[src/rtl/ps2_pkg.sv]
// ----------------------------------------------------------------------------
// ps2_pkg
// Shared definitions for the PS/2 host-side blocks (transmitter, receiver,
// keyboard glue).
//   - ps2_state_t : host transmitter state encoding
//   - CMD_* / RSP_* : PS/2 keyboard command and response bytes
//   - odd_parity() : parity bit that makes the 9-bit data+parity word odd
// ----------------------------------------------------------------------------
package ps2_pkg;

    typedef enum logic [2:0] {
        IDLE,
        INHIBIT,
        START,
        SEND,
        ACK,
        WAIT_IDLE,
        ERR
    } ps2_state_t;

    localparam logic [7:0] CMD_SET_LEDS  = 8'hED;
    localparam logic [7:0] CMD_RESET     = 8'hFF;
    localparam logic [7:0] CMD_TYPEMATIC = 8'hF3;
    localparam logic [7:0] RSP_ACK       = 8'hFA;
    localparam logic [7:0] RSP_RESEND    = 8'hFE;

    // Odd parity: 1 when the byte holds an even number of ones.
    function automatic logic odd_parity(input logic [7:0] data);
        return ~^data;
    endfunction

endpackage

[src/rtl/ps2_sync.sv]
// ----------------------------------------------------------------------------
// ps2_sync
// Two-flop synchronizer for a raw PS/2 pad input, followed by a registered
// previous-value stage used for falling-edge detection.
// Ports:
//   clk    in  system clock
//   reset  in  synchronous reset, active-high
//   pad_in in  asynchronous pad input
//   sync   out synchronized pad level
//   fe     out high for one cycle when sync goes 1 -> 0
// ----------------------------------------------------------------------------
module ps2_sync (
    input  logic clk,
    input  logic reset,
    input  logic pad_in,
    output logic sync,
    output logic fe
);

    logic meta_reg;
    logic sync_reg;
    logic prev_reg;

    // Reset to 1 (idle bus level) so leaving reset never fakes an edge on a
    // line that is already high.
    always_ff @(posedge clk) begin
        if (reset) begin
            meta_reg <= 1'b1;
            sync_reg <= 1'b1;
            prev_reg <= 1'b1;
        end else begin
            meta_reg <= pad_in;
            sync_reg <= meta_reg;
            prev_reg <= sync_reg;
        end
    end

    assign sync = sync_reg;
    assign fe   = prev_reg & ~sync_reg;

endmodule

[src/rtl/ps2_host_tx.sv]
// ----------------------------------------------------------------------------
// ps2_host_tx
// PS/2 host-to-device transmitter. Inhibits the bus, places the start bit,
// releases the clock and then shifts out 8 data bits (LSB first), odd parity
// and the stop bit on the device-generated falling clock edges, finally
// checking the device ACK on the 11th falling edge.
//
// Optional feature macro: PS2_TX_TIMEOUT_EN
//   defined   : watchdog aborts to ERR if the device never clocks
//               (TIMEOUT_CYCLES after clock release) or the frame does not
//               finish within FRAME_CYCLES of the first falling edge.
//   undefined : no watchdog; a silent device holds the block busy until reset.
//
// Ports:
//   clk        in  system clock
//   reset      in  synchronous reset, active-high
//   tx_data    in  command byte, captured when tx_valid && tx_ready
//   tx_valid   in  send request
//   tx_ready   out high only while idle
//   tx_done    out one-cycle pulse: frame sent and ACK seen
//   tx_error   out one-cycle pulse: missing ACK or watchdog expiry
//   busy       out high whenever not idle (receiver rx_inhibit)
//   ps2_clk_in in  raw PS/2 clock pad
//   ps2_dat_in in  raw PS/2 data pad
//   ps2_clk_oe out 1 = pull clock pad low
//   ps2_dat_oe out 1 = pull data pad low
// ----------------------------------------------------------------------------
module ps2_host_tx
    import ps2_pkg::*;
#(
    parameter int INHIBIT_CYCLES = 5000,
    parameter int START_CYCLES   = 100,
    parameter int TIMEOUT_CYCLES = 750000,
    parameter int FRAME_CYCLES   = 100000
) (
    input  logic       clk,
    input  logic       reset,
    input  logic [7:0] tx_data,
    input  logic       tx_valid,
    output logic       tx_ready,
    output logic       tx_done,
    output logic       tx_error,
    output logic       busy,
    input  logic       ps2_clk_in,
    input  logic       ps2_dat_in,
    output logic       ps2_clk_oe,
    output logic       ps2_dat_oe
);

    localparam logic [19:0] INHIBIT_LAST = 20'(INHIBIT_CYCLES - 1);
    localparam logic [19:0] START_LAST   = 20'(START_CYCLES - 1);
    localparam logic [19:0] TIMEOUT_LAST = 20'(TIMEOUT_CYCLES - 1);
    localparam logic [19:0] FRAME_LAST   = 20'(FRAME_CYCLES - 1);

    logic clk_sync;
    logic clk_fe;
    logic dat_sync;
    logic dat_fe_unused;

    ps2_sync u_clk_sync (
        .clk    (clk),
        .reset  (reset),
        .pad_in (ps2_clk_in),
        .sync   (clk_sync),
        .fe     (clk_fe)
    );

    ps2_sync u_dat_sync (
        .clk    (clk),
        .reset  (reset),
        .pad_in (ps2_dat_in),
        .sync   (dat_sync),
        .fe     (dat_fe_unused)
    );

    ps2_state_t  state_reg;
    logic [19:0] cnt_reg;
    logic [3:0]  fe_cnt_reg;
    logic [7:0]  shift_reg;
    logic        parity_reg;
    logic        clk_oe_reg;
    logic        dat_oe_reg;
    logic        ready_reg;
    logic        busy_reg;
    logic        done_reg;
    logic        error_reg;

    // Before the first falling edge the counter measures time since clock
    // release; from the first edge on it measures frame duration.
    logic wd_hit;
    assign wd_hit = (fe_cnt_reg == 4'd0) ? (cnt_reg == TIMEOUT_LAST)
                                         : (cnt_reg == FRAME_LAST);

    always_ff @(posedge clk) begin
        if (reset) begin
            state_reg  <= IDLE;
            cnt_reg    <= '0;
            fe_cnt_reg <= '0;
            shift_reg  <= '0;
            parity_reg <= 1'b0;
            clk_oe_reg <= 1'b0;
            dat_oe_reg <= 1'b0;
            ready_reg  <= 1'b1;
            busy_reg   <= 1'b0;
            done_reg   <= 1'b0;
            error_reg  <= 1'b0;
        end else begin
            done_reg  <= 1'b0;
            error_reg <= 1'b0;

            case (state_reg)
                IDLE: begin
                    clk_oe_reg <= 1'b0;
                    dat_oe_reg <= 1'b0;
                    ready_reg  <= 1'b1;
                    // Gate on ready_reg so the cycle carrying tx_done/tx_error
                    // cannot accept a new byte.
                    if (tx_valid && ready_reg) begin
                        shift_reg  <= tx_data;
                        parity_reg <= odd_parity(tx_data);
                        cnt_reg    <= '0;
                        clk_oe_reg <= 1'b1;
                        busy_reg   <= 1'b1;
                        ready_reg  <= 1'b0;
                        state_reg  <= INHIBIT;
                    end
                end

                INHIBIT: begin
                    if (cnt_reg == INHIBIT_LAST) begin
                        cnt_reg    <= '0;
                        dat_oe_reg <= 1'b1;
                        state_reg  <= START;
                    end else begin
                        cnt_reg <= cnt_reg + 20'd1;
                    end
                end

                START: begin
                    if (cnt_reg == START_LAST) begin
                        cnt_reg    <= '0;
                        fe_cnt_reg <= '0;
                        clk_oe_reg <= 1'b0;   // start bit stays driven
                        state_reg  <= SEND;
                    end else begin
                        cnt_reg <= cnt_reg + 20'd1;
                    end
                end

                SEND: begin
                    if (clk_fe) begin
                        fe_cnt_reg <= fe_cnt_reg + 4'd1;
                        if (fe_cnt_reg == 4'd0) begin
                            cnt_reg <= '0;
                        end else if (!wd_hit) begin
                            cnt_reg <= cnt_reg + 20'd1;
                        end
                        if (fe_cnt_reg < 4'd8) begin
                            dat_oe_reg <= ~shift_reg[0];
                            shift_reg  <= {1'b0, shift_reg[7:1]};
                        end else if (fe_cnt_reg == 4'd8) begin
                            dat_oe_reg <= ~parity_reg;
                        end else begin
                            dat_oe_reg <= 1'b0;   // stop bit: line released
                            state_reg  <= ACK;
                        end
                    end else begin
`ifdef PS2_TX_TIMEOUT_EN
                        if (wd_hit) begin
                            clk_oe_reg <= 1'b0;
                            dat_oe_reg <= 1'b0;
                            state_reg  <= ERR;
                        end else begin
                            cnt_reg <= cnt_reg + 20'd1;
                        end
`else
                        if (!wd_hit) begin
                            cnt_reg <= cnt_reg + 20'd1;
                        end
`endif
                    end
                end

                ACK: begin
                    if (clk_fe) begin
                        fe_cnt_reg <= fe_cnt_reg + 4'd1;
                        if (!dat_sync) begin
                            state_reg <= WAIT_IDLE;
                        end else begin
                            clk_oe_reg <= 1'b0;
                            dat_oe_reg <= 1'b0;
                            state_reg  <= ERR;
                        end
                    end else begin
`ifdef PS2_TX_TIMEOUT_EN
                        if (wd_hit) begin
                            clk_oe_reg <= 1'b0;
                            dat_oe_reg <= 1'b0;
                            state_reg  <= ERR;
                        end else begin
                            cnt_reg <= cnt_reg + 20'd1;
                        end
`else
                        if (!wd_hit) begin
                            cnt_reg <= cnt_reg + 20'd1;
                        end
`endif
                    end
                end

                WAIT_IDLE: begin
                    // Device releases data after its ACK clock; finish only
                    // once the bus is fully idle again.
                    if (clk_sync && dat_sync) begin
                        done_reg  <= 1'b1;
                        busy_reg  <= 1'b0;
                        state_reg <= IDLE;
                    end
                end

                ERR: begin
                    clk_oe_reg <= 1'b0;
                    dat_oe_reg <= 1'b0;
                    error_reg  <= 1'b1;
                    busy_reg   <= 1'b0;
                    state_reg  <= IDLE;
                end

                default: begin
                    clk_oe_reg <= 1'b0;
                    dat_oe_reg <= 1'b0;
                    busy_reg   <= 1'b0;
                    state_reg  <= IDLE;
                end
            endcase
        end
    end

    assign tx_ready   = ready_reg;
    assign tx_done    = done_reg;
    assign tx_error   = error_reg;
    assign busy       = busy_reg;
    assign ps2_clk_oe = clk_oe_reg;
    assign ps2_dat_oe = dat_oe_reg;

endmodule
[config.mk]
export PLATFORM = sky130hd
export DESIGN_NAME = ps2_host_tx
export DESIGN_NICKNAME = d
export VERILOG_FILES = /design/src/rtl/ps2_pkg.sv /design/src/rtl/ps2_sync.sv /design/src/rtl/ps2_host_tx.sv
export SDC_FILE = /design/constraint.sdc
export NUM_CORES = 1
export LEC_CHECK = 0
export BUFFER_PORTS_ARGS = -buffer_cell sky130_fd_sc_hd__buf_4
export CAP_MARGIN = 20
export CORE_ASPECT_RATIO = 2
export CORE_MARGIN = 2
export CORE_UTILIZATION = 35
export DETAILED_ROUTE_END_ITERATION = 8
export PLACE_DENSITY_LB_ADDON = 0.12
export SYNTH_ARGS = -nofsm -noshare
export SYNTH_HDL_FRONTEND = slang
export SYNTH_HIERARCHICAL = 1
export SYNTH_SLANG_ARGS = --single-unit
[constraint.sdc]
create_clock -name clk -period 3.17 [get_ports clk]
set_clock_uncertainty 0.05 [all_clocks]
set_input_delay 0.317 -clock clk [delete_from_list [all_inputs] [get_ports clk]]
set_output_delay 0.317 -clock clk [all_outputs]
set_load 0.03 [all_outputs]
Word-level counts from Yosys, hierarchy flattened
Cells that the tools add are included.
W data, S select, Z words.

word-level totals
  output and inout bits = 6
  register bits = 47
  input bits = 13

operators by class
  bitwise operators = 8
  $lt $le $gt $ge = 1
  reductions and logical operators = 21
  add/subtract/negate cells = 2
  equality and inequality tests = 23
  muxes and demuxes = 42

operator list
  operator                 count
  $mux W20                 7
  $pmux W20 S5             1
  $mux W3                  8
  $mux W8                  3
  $add A20 B1 Y20 const B  1
  $eq A20 B13 Y1 const B   1
  $eq A20 B17 Y1 const B   1
  $eq A20 B20 Y1 const B   1
  $eq A20 B7 Y1 const B    1
  $ne A2 B2 Y1 const B     10
  $pmux W3 S6              1
  $pmux W8 S2              1
  $mux W1                  14
  $eq A3 B3 Y1 const B     3
  $reduce_and A3 Y1        3
  $mux W4                  2
  $pmux W1 S4              2
  $pmux W4 S2              1
  $reduce_and A4 Y1        2
  $reduce_and A8 Y1        1
  $reduce_xnor A8 Y1       1
  $not A1 Y1               7
  $eq A3 B2 Y1 const B     2
  $reduce_or A2 Y1         3
  other kinds (17)         20

Logic depth before layout (Yosys ltp)
Gate-level depths: netlist (run 1).

  depth after elaboration = 6
  gate-level depth with buffers = 8
  depth with buffers taken out = 8

By module
Netlist (run 1), hierarchy kept.

by module, submodules not included
  module       area an instance (um^2)  instances  sequential area each (um^2)  cells each
  ps2_host_tx  2507.4                   1          840.8                        324
  ps2_sync     85.1                     2          60.1                         7

Worst setup path after synthesis (run 1)
Ideal clock, no wire load.

  path kind = register to register
  from = register cnt_reg[19]
  to = register cnt_reg[4]
  arrival = 1957 ps
  stages on the path, launching flop included = 7
  period minus slack after synthesis = 2128 ps
  slack = 1042 ps
  buffers on the path = 0
  cell sequence = dfxtp_1 -> or4_4 -> nor4b_4 -> o2111a_2 -> nand3_2 -> nor4b_4 -> o311a_1

on the way
  longest elaborated chain between the ends = 6
  elaborated cells on any way between the ends = 12
  classes of those cells = eq/ne (4); mux (8)

RTL lines
  item                                              line                                  RTL
  start: declaration                                ps2_host_tx.sv:77                     logic [19:0] cnt_reg;
  start signal: assignment                          ps2_host_tx.sv:135                    cnt_reg <= cnt_reg + 20'd1;
  start signal: assignment                          ps2_host_tx.sv:146                    cnt_reg <= cnt_reg + 20'd1;
  start signal: assignment                          ps2_host_tx.sv:156                    cnt_reg <= cnt_reg + 20'd1;
  $eq A20 B17 Y1 or $eq A20 B20 Y1 (tied branches)  ps2_host_tx.sv:92, ps2_host_tx.sv:91
  $mux W1                                           ps2_host_tx.sv:91                     assign wd_hit = (fe_cnt_reg == 4'd0) ? (cnt_reg == TIMEOUT_LAST)
  $mux W20 (3 in a row)                             n/a
  $pmux W20 S5 (*)                                  ps2_host_tx.sv:111                    case (state_reg)

Every way passes the cells marked *; elsewhere a longest branch is shown, timed or not. The select of a mux whose other input is x is not followed.
A chain may end at the register's enable or synchronous reset.

Worst setup path after layout (run 1)
  from = register state_reg[1]
  to = register cnt_reg[2]

on the way
  longest elaborated chain between the ends = 3
  elaborated cells on any way between the ends = 10
  classes of those cells = eq/ne (6); mux (1); reduce/logical (3)

RTL lines
  item                                                                 line                RTL
  start: declaration                                                   ps2_host_tx.sv:76   ps2_state_t state_reg;
  start signal: assignment                                             ps2_host_tx.sv:96   state_reg <= IDLE;
  start signal: assignment                                             ps2_host_tx.sv:125  state_reg <= INHIBIT;
  start signal: assignment                                             ps2_host_tx.sv:133  state_reg <= START;
  $eq A3 B3 Y1, or another cell as far along                           ps2_host_tx.sv:111
  $reduce_bool A5 Y1 (no source line) or $ne A2 B2 Y1 (tied branches)  n/a
  $reduce_and A3 Y1 (no source line)                                   n/a

Parallel ways exist; a longest one is shown, timed or not.

==> impl_metrics.tcl, run 1 <==
set metrics [dict create \
    critPathMaxFanout 19 \
    hold_buffers 0 \
    clkTransAtPathRegs_ns 0.07 \
    tightest_slew_ns 0.6632 \
    initial_core_util 0.3640 \
    drc 0 \
    fin_nets 364 \
    period_minus_slack_ns 2.600 \
    dp.final_hpwl_microns 5624 \
    cts_buffer_depth 2 \
    pwr_density_cell_mw_per_mm2 760.9 \
    syn_to_final_growth_pct 15.85 \
    cts_buffers 5 \
    setup_ws_ns 0.5705 \
    path_cells "nand3b_1, a21oi_1, nor2b_1, buf_4, a31oi_1, a32oi_1, mux2i_1" \
    post-route-period-util 0.8200 \
    antenna_left 0 \
    die_width_microns 65.47 \
    drt-pass1-iter-count 4 \
    cts_tree "built" \
    slew_viol_final 0 \
    cp-start-kind "flip-flop" \
    routed_wl_microns 7277 \
    grt_pass1_vias 2371 \
    hp-class "in2reg" \
    syn-num-nets 351 \
    gp_congestion 0.8589 \
    grt_antenna_before_repair 0 \
    total_power_mw 2.332 \
    diodes 0 \
    hold_ws_ns 0.1489 \
    place_ws_ns 0.6349 \
    setup_tns_ns 0 \
    grt_max_degree 35 \
    core.rowCount 44 \
    place_inst 433 \
    synthesis.area_sq_mm 0.002645 \
    fin_cells 441 \
    io_pins 19 \
    io_buffers 18 \
    post_cts_buffers 0 \
    grt_pass1_wl_microns 12010 \
    num_vias 2422 \
    largest_reg_flops 20 \
    end_kind "flip-flop" \
    clock_latency_ns 0.30 \
    wl_per_cell_microns 16.50 \
    p_leak_nw 1.153 \
    cpPeakStageDelay_ns 0.68 \
    viasPerCell 5.492 \
    die_h_microns 126.9 \
    htree_levels 2 \
    yosys_warnings 6 \
    relSlewSlack 0.5558 \
    rsz0062_at_grt "no" \
    syn-instance-count 335 \
    cp_top_family "compound AO/OA/AOI/OAI gates" \
    max_cap_viol_count 0 \
    dieArea_sq_mm 0.008311 \
    critPathKind "reg2reg" \
    synth_area_per_cell_sq_um 7.896 \
    grt_use_total 0.1942 \
    max_freq_mhz 384.7 \
    initialDrtViolationCount 114 \
    setup_violations 0 \
    critPathBufInv 1 \
    grt-ovfl-total 0 \
    core_area_sq_mm 0.007267 \
    slowest_stage "dfxtp_1" \
    layout-drive-gt1-share 0.1289 \
    worstPathRequired_ns 3.35 \
    irDropWorstVdd_mv 0.3417 \
    cts_resized 0 \
    cp.arrival_ns 2.78 \
    finalHoldViolations 0 \
    status "finished clean" \
    root_buffer "clkbuf_16" \
    clock_sinks 47 \
]
## cell usage in the layout, fill, tap and decap left out, types with 4 or more instances in the layout
master,count
or3_1,4
buf_4,25
nand4_1,5
inv_1,10
a21oi_1,20
nand3b_1,5
nand3_1,18
xor2_1,5
nor3_1,12
dfxtp_1,47
nor2_1,53
o211ai_1,4
clkbuf_16,5
mux2i_1,10
nand2_1,22
or2_1,5
and2_1,5
xnor2_1,8
a211oi_1,8
nor2b_1,5
o21ai_0,15
## per-layer routing
layer	vias to the layer above	wire length [microns]	share of wire	track usage
li1	1218	-	-	-
met1	1120	2527	0.35	0.1861
met2	58	4098	0.56	0.3571
met3	26	157	0.022	0.02837
met4	0	493	0.068	0.1446
met5	-	0	0	0
## worst reg2reg max path, delay by kind of cell, from the launching register on
kind / cells / cell delay (ns)
AOI/OAI and AO/OA: 3 / 1.00
DFF: 1 / 0.68
and+or+nand+nor: 2 / 0.49
muxes: 1 / 0.16
buffers and inverters: 1 / 0.15
## cell type report
cell class	instances	area [sq um]
clock buffer	5	125.1
clock inverter	3	67.56
fill	763	4203
inverter	10	37.54
multi-input combinational	259	1590
sequential	47	940.9
tap	92	115.1
timing repair buffer	25	187.7
## report_power, final
part	leakage [nW]	internal (mW)	switching, mW
Sequential	0.383	0.676	0.0896
Clock	0.0900	0.452	0.238
Combinational	0.680	0.325	0.551
Total	1.15	1.45	0.879
## worst paths after layout
check	start	endpoint	slack (ns)	depth (start not counted)
hold / removal	ps2_dat_in	u_dat_sync/meta_reg$_SDFF_PP1_	0.15	2
hold reg to reg	u_clk_sync/meta_reg$_SDFF_PP1_	u_clk_sync/sync$_SDFF_PP1_	0.36	1
setup / recovery	state_reg[1]$_SDFFE_PP0P_	cnt_reg[2]$_SDFFE_PP0P_	0.57	7
setup reg to reg	state_reg[1]$_SDFFE_PP0P_	cnt_reg[2]$_SDFFE_PP0P_	0.57	7
## per-stage QoR
step / cell area, sq um / utilization
2_1_floorplan: 2645 / -
3_3_place_gp: 2872 / 0.3951
3_5_place_dp: 2872 / 0.3951
4_1_cts: 3064 / 0.4217
5_1_grt: 3064 / 0.4217
6_report: 3064 / 0.4217
Note: power is estimated with default switching activity, not from simulation.
==> run 2, diff against run 1 <==
==> constraint.sdc (replaced) <==
create_clock -name clk -period 2.6 [get_ports clk]
set_clock_uncertainty 0.05 [all_clocks]
set_input_delay 0.26 -clock clk [delete_from_list [all_inputs] [get_ports clk]]
set_output_delay 0.26 -clock clk [all_outputs]
set_load 0.03 [all_outputs]
==> run 2 against run 1 <==
Flip-flop and latch count is the same. Clock power shrank 6.1%. Register-to-register slack lost 0.34 ns. Combinational power grew 30%. Critical path type unchanged. Largest cell class unchanged.
==> impl_metrics.tcl, run 2 (synthesis gave the netlist of run 1 again) <==
set metrics [dict create \
    status "finished clean" \
    cp.arrival_ns 2.49 \
    gp_congestion 0.9333 \
    dieArea_sq_mm 0.008311 \
    largest_reg_flops 20 \
    routed_wl_microns 7614 \
    grt_pass1_wl_microns 12540 \
    initialDrtViolationCount 171 \
    setup_tns_ns 0 \
    worstPathRequired_ns 2.72 \
    initial_core_util 0.3640 \
    core.rowCount 44 \
    finalHoldViolations 0 \
    cts_buffers 5 \
    core_area_sq_mm 0.007267 \
    die_width_microns 65.47 \
    end_kind "flip-flop" \
    relSlewSlack 0.5889 \
    dp.final_hpwl_microns 5894 \
    rsz0062_at_grt "no" \
    final_cell_mix "53 x nor2_1, 47 x dfxtp_1, 36 x buf_4" \
    drt-pass1-iter-count 4 \
    swShare 0.4031 \
    pwr_density_cell_mw_per_mm2 877.3 \
    io_buffers 18 \
    setup_ws_ns 0.2303 \
    drc 0 \
    antenna_left 0 \
    htree_levels 2 \
    place_ws_ns 0.2272 \
    crit-reg2reg-launch "cnt_reg[19]$_SDFFE_PP0P_" \
    hold-path-cell-count 2 \
    worstRegToRegCells 6 \
    hold_start "ps2_dat_in" \
    irDropWorstVdd_mv 0.4666 \
    clock_latency_ns 0.30 \
    viasPerCell 5.542 \
    io_pins 19 \
    period_minus_slack_ns 2.370 \
    clock_sinks 47 \
    grt_antenna_before_repair 0 \
    hp-class "in2reg" \
    post_cts_buffers 0 \
    layout_commonest_cell "nor2_1" \
    power.share.clock 0.238 \
    cts_tree "built" \
    diodes 0 \
    total_power_mw 2.716 \
    cp-startpoint "cnt_reg[19]$_SDFFE_PP0P_" \
    internal_power_mw 1.621 \
    pwr-share-seq 0.342 \
    hold_buffers 0 \
    p_switching_mw 1.095 \
    max_cap_viol_count 0 \
    syn_to_final_growth_pct 17.03 \
    setup_violations 0 \
    p_leak_nw 1.186 \
    slew_viol_final 0 \
    post-route-period-util 0.9114 \
    pwr-share-comb 0.420 \
    grt-ovfl-total 0 \
    max_freq_mhz 422.0 \
    cts_buffer_depth 2 \
    critPathKind "reg2reg" \
    num_vias 2505 \
    grt_max_degree 35 \
    wl_per_cell_microns 16.85 \
    tightest_slew_ns 0.6111 \
    die_h_microns 126.9 \
    cp-start-kind "flip-flop" \
    layout-drive-gt1-share 0.1528 \
    ff2ff_setup_slack_ns 0.23 \
    fin_nets 375 \
    critPathMaxFanout 8 \
    cts_resized 0 \
    grt_use_total 0.2010 \
    clkTransAtPathRegs_ns 0.07 \
    grt_pass1_vias 2496 \
    root_buffer "clkbuf_16" \
]
## run 2: cell count changes in the layout (fill, tap and decap cells not counted)
cell / change
bufinv_16: -2
clkinv_2: +1
buf_4: +11
clkbuf_1: +1
## run 2: worst paths after layout
kind	end
min	u_dat_sync/meta_reg$_SDFF_PP1_
min reg2reg	u_clk_sync/sync$_SDFF_PP1_
max	cnt_reg[14]$_SDFFE_PP0P_
max reg2reg	cnt_reg[14]$_SDFFE_PP0P_
## run 2: layer usage
layer	vias up	track usage	wire, microns
met5	-	0	0
met4	0	0.1507	520
met3	29	0.03812	175
met2	51	0.3776	4310
met1	1177	0.1796	2608
li1	1248	-	-
## run 2: metrics by stage
step                        util  cells  hold slack (ns)  instance area [sq um]
final                     0.4260    452          0.09253                   3095
after global routing      0.4260    452          0.09841                   3095
after CTS                 0.4260    452          0.08822                   3095
after detailed placement  0.4065    444           0.3436                   2954
after global placement    0.4065    444           0.3424                   2954
after floorplan                -    335           0.3071                   2645
## run 2: power groups by stage
stage | Clock, mW | Sequential [mW] | Combinational [mW]
after floorplan | 0 | 0.923 | 0.781
after global placement | 0 | 0.943 | 1.14
after detailed placement | 0 | 0.944 | 1.14
after CTS | 0.667 | 0.929 | 1.15
after global routing | 0.693 | 0.955 | 1.27
final | 0.647 | 0.928 | 1.14
## run 2: area by class of cell
class                   instances  area [sq um]
clock buffers                   6         128.9
clock inverters                 2         12.51
fillers                       794          4172
inverters                      10         37.54
multi-input cells             259          1590
flip-flops and latches         47         940.9
well taps                      92         115.1
repair buffers                 36         270.3
## run 2: critical path, stage by stage (launching register included)
cell and delay, ns:
dfxtp_1 0.35, or4_4 0.58, nor4_1 0.30, a21bo_2 0.26, nand3_1 0.22, o21ai_2 0.40
nor2_1 0.09
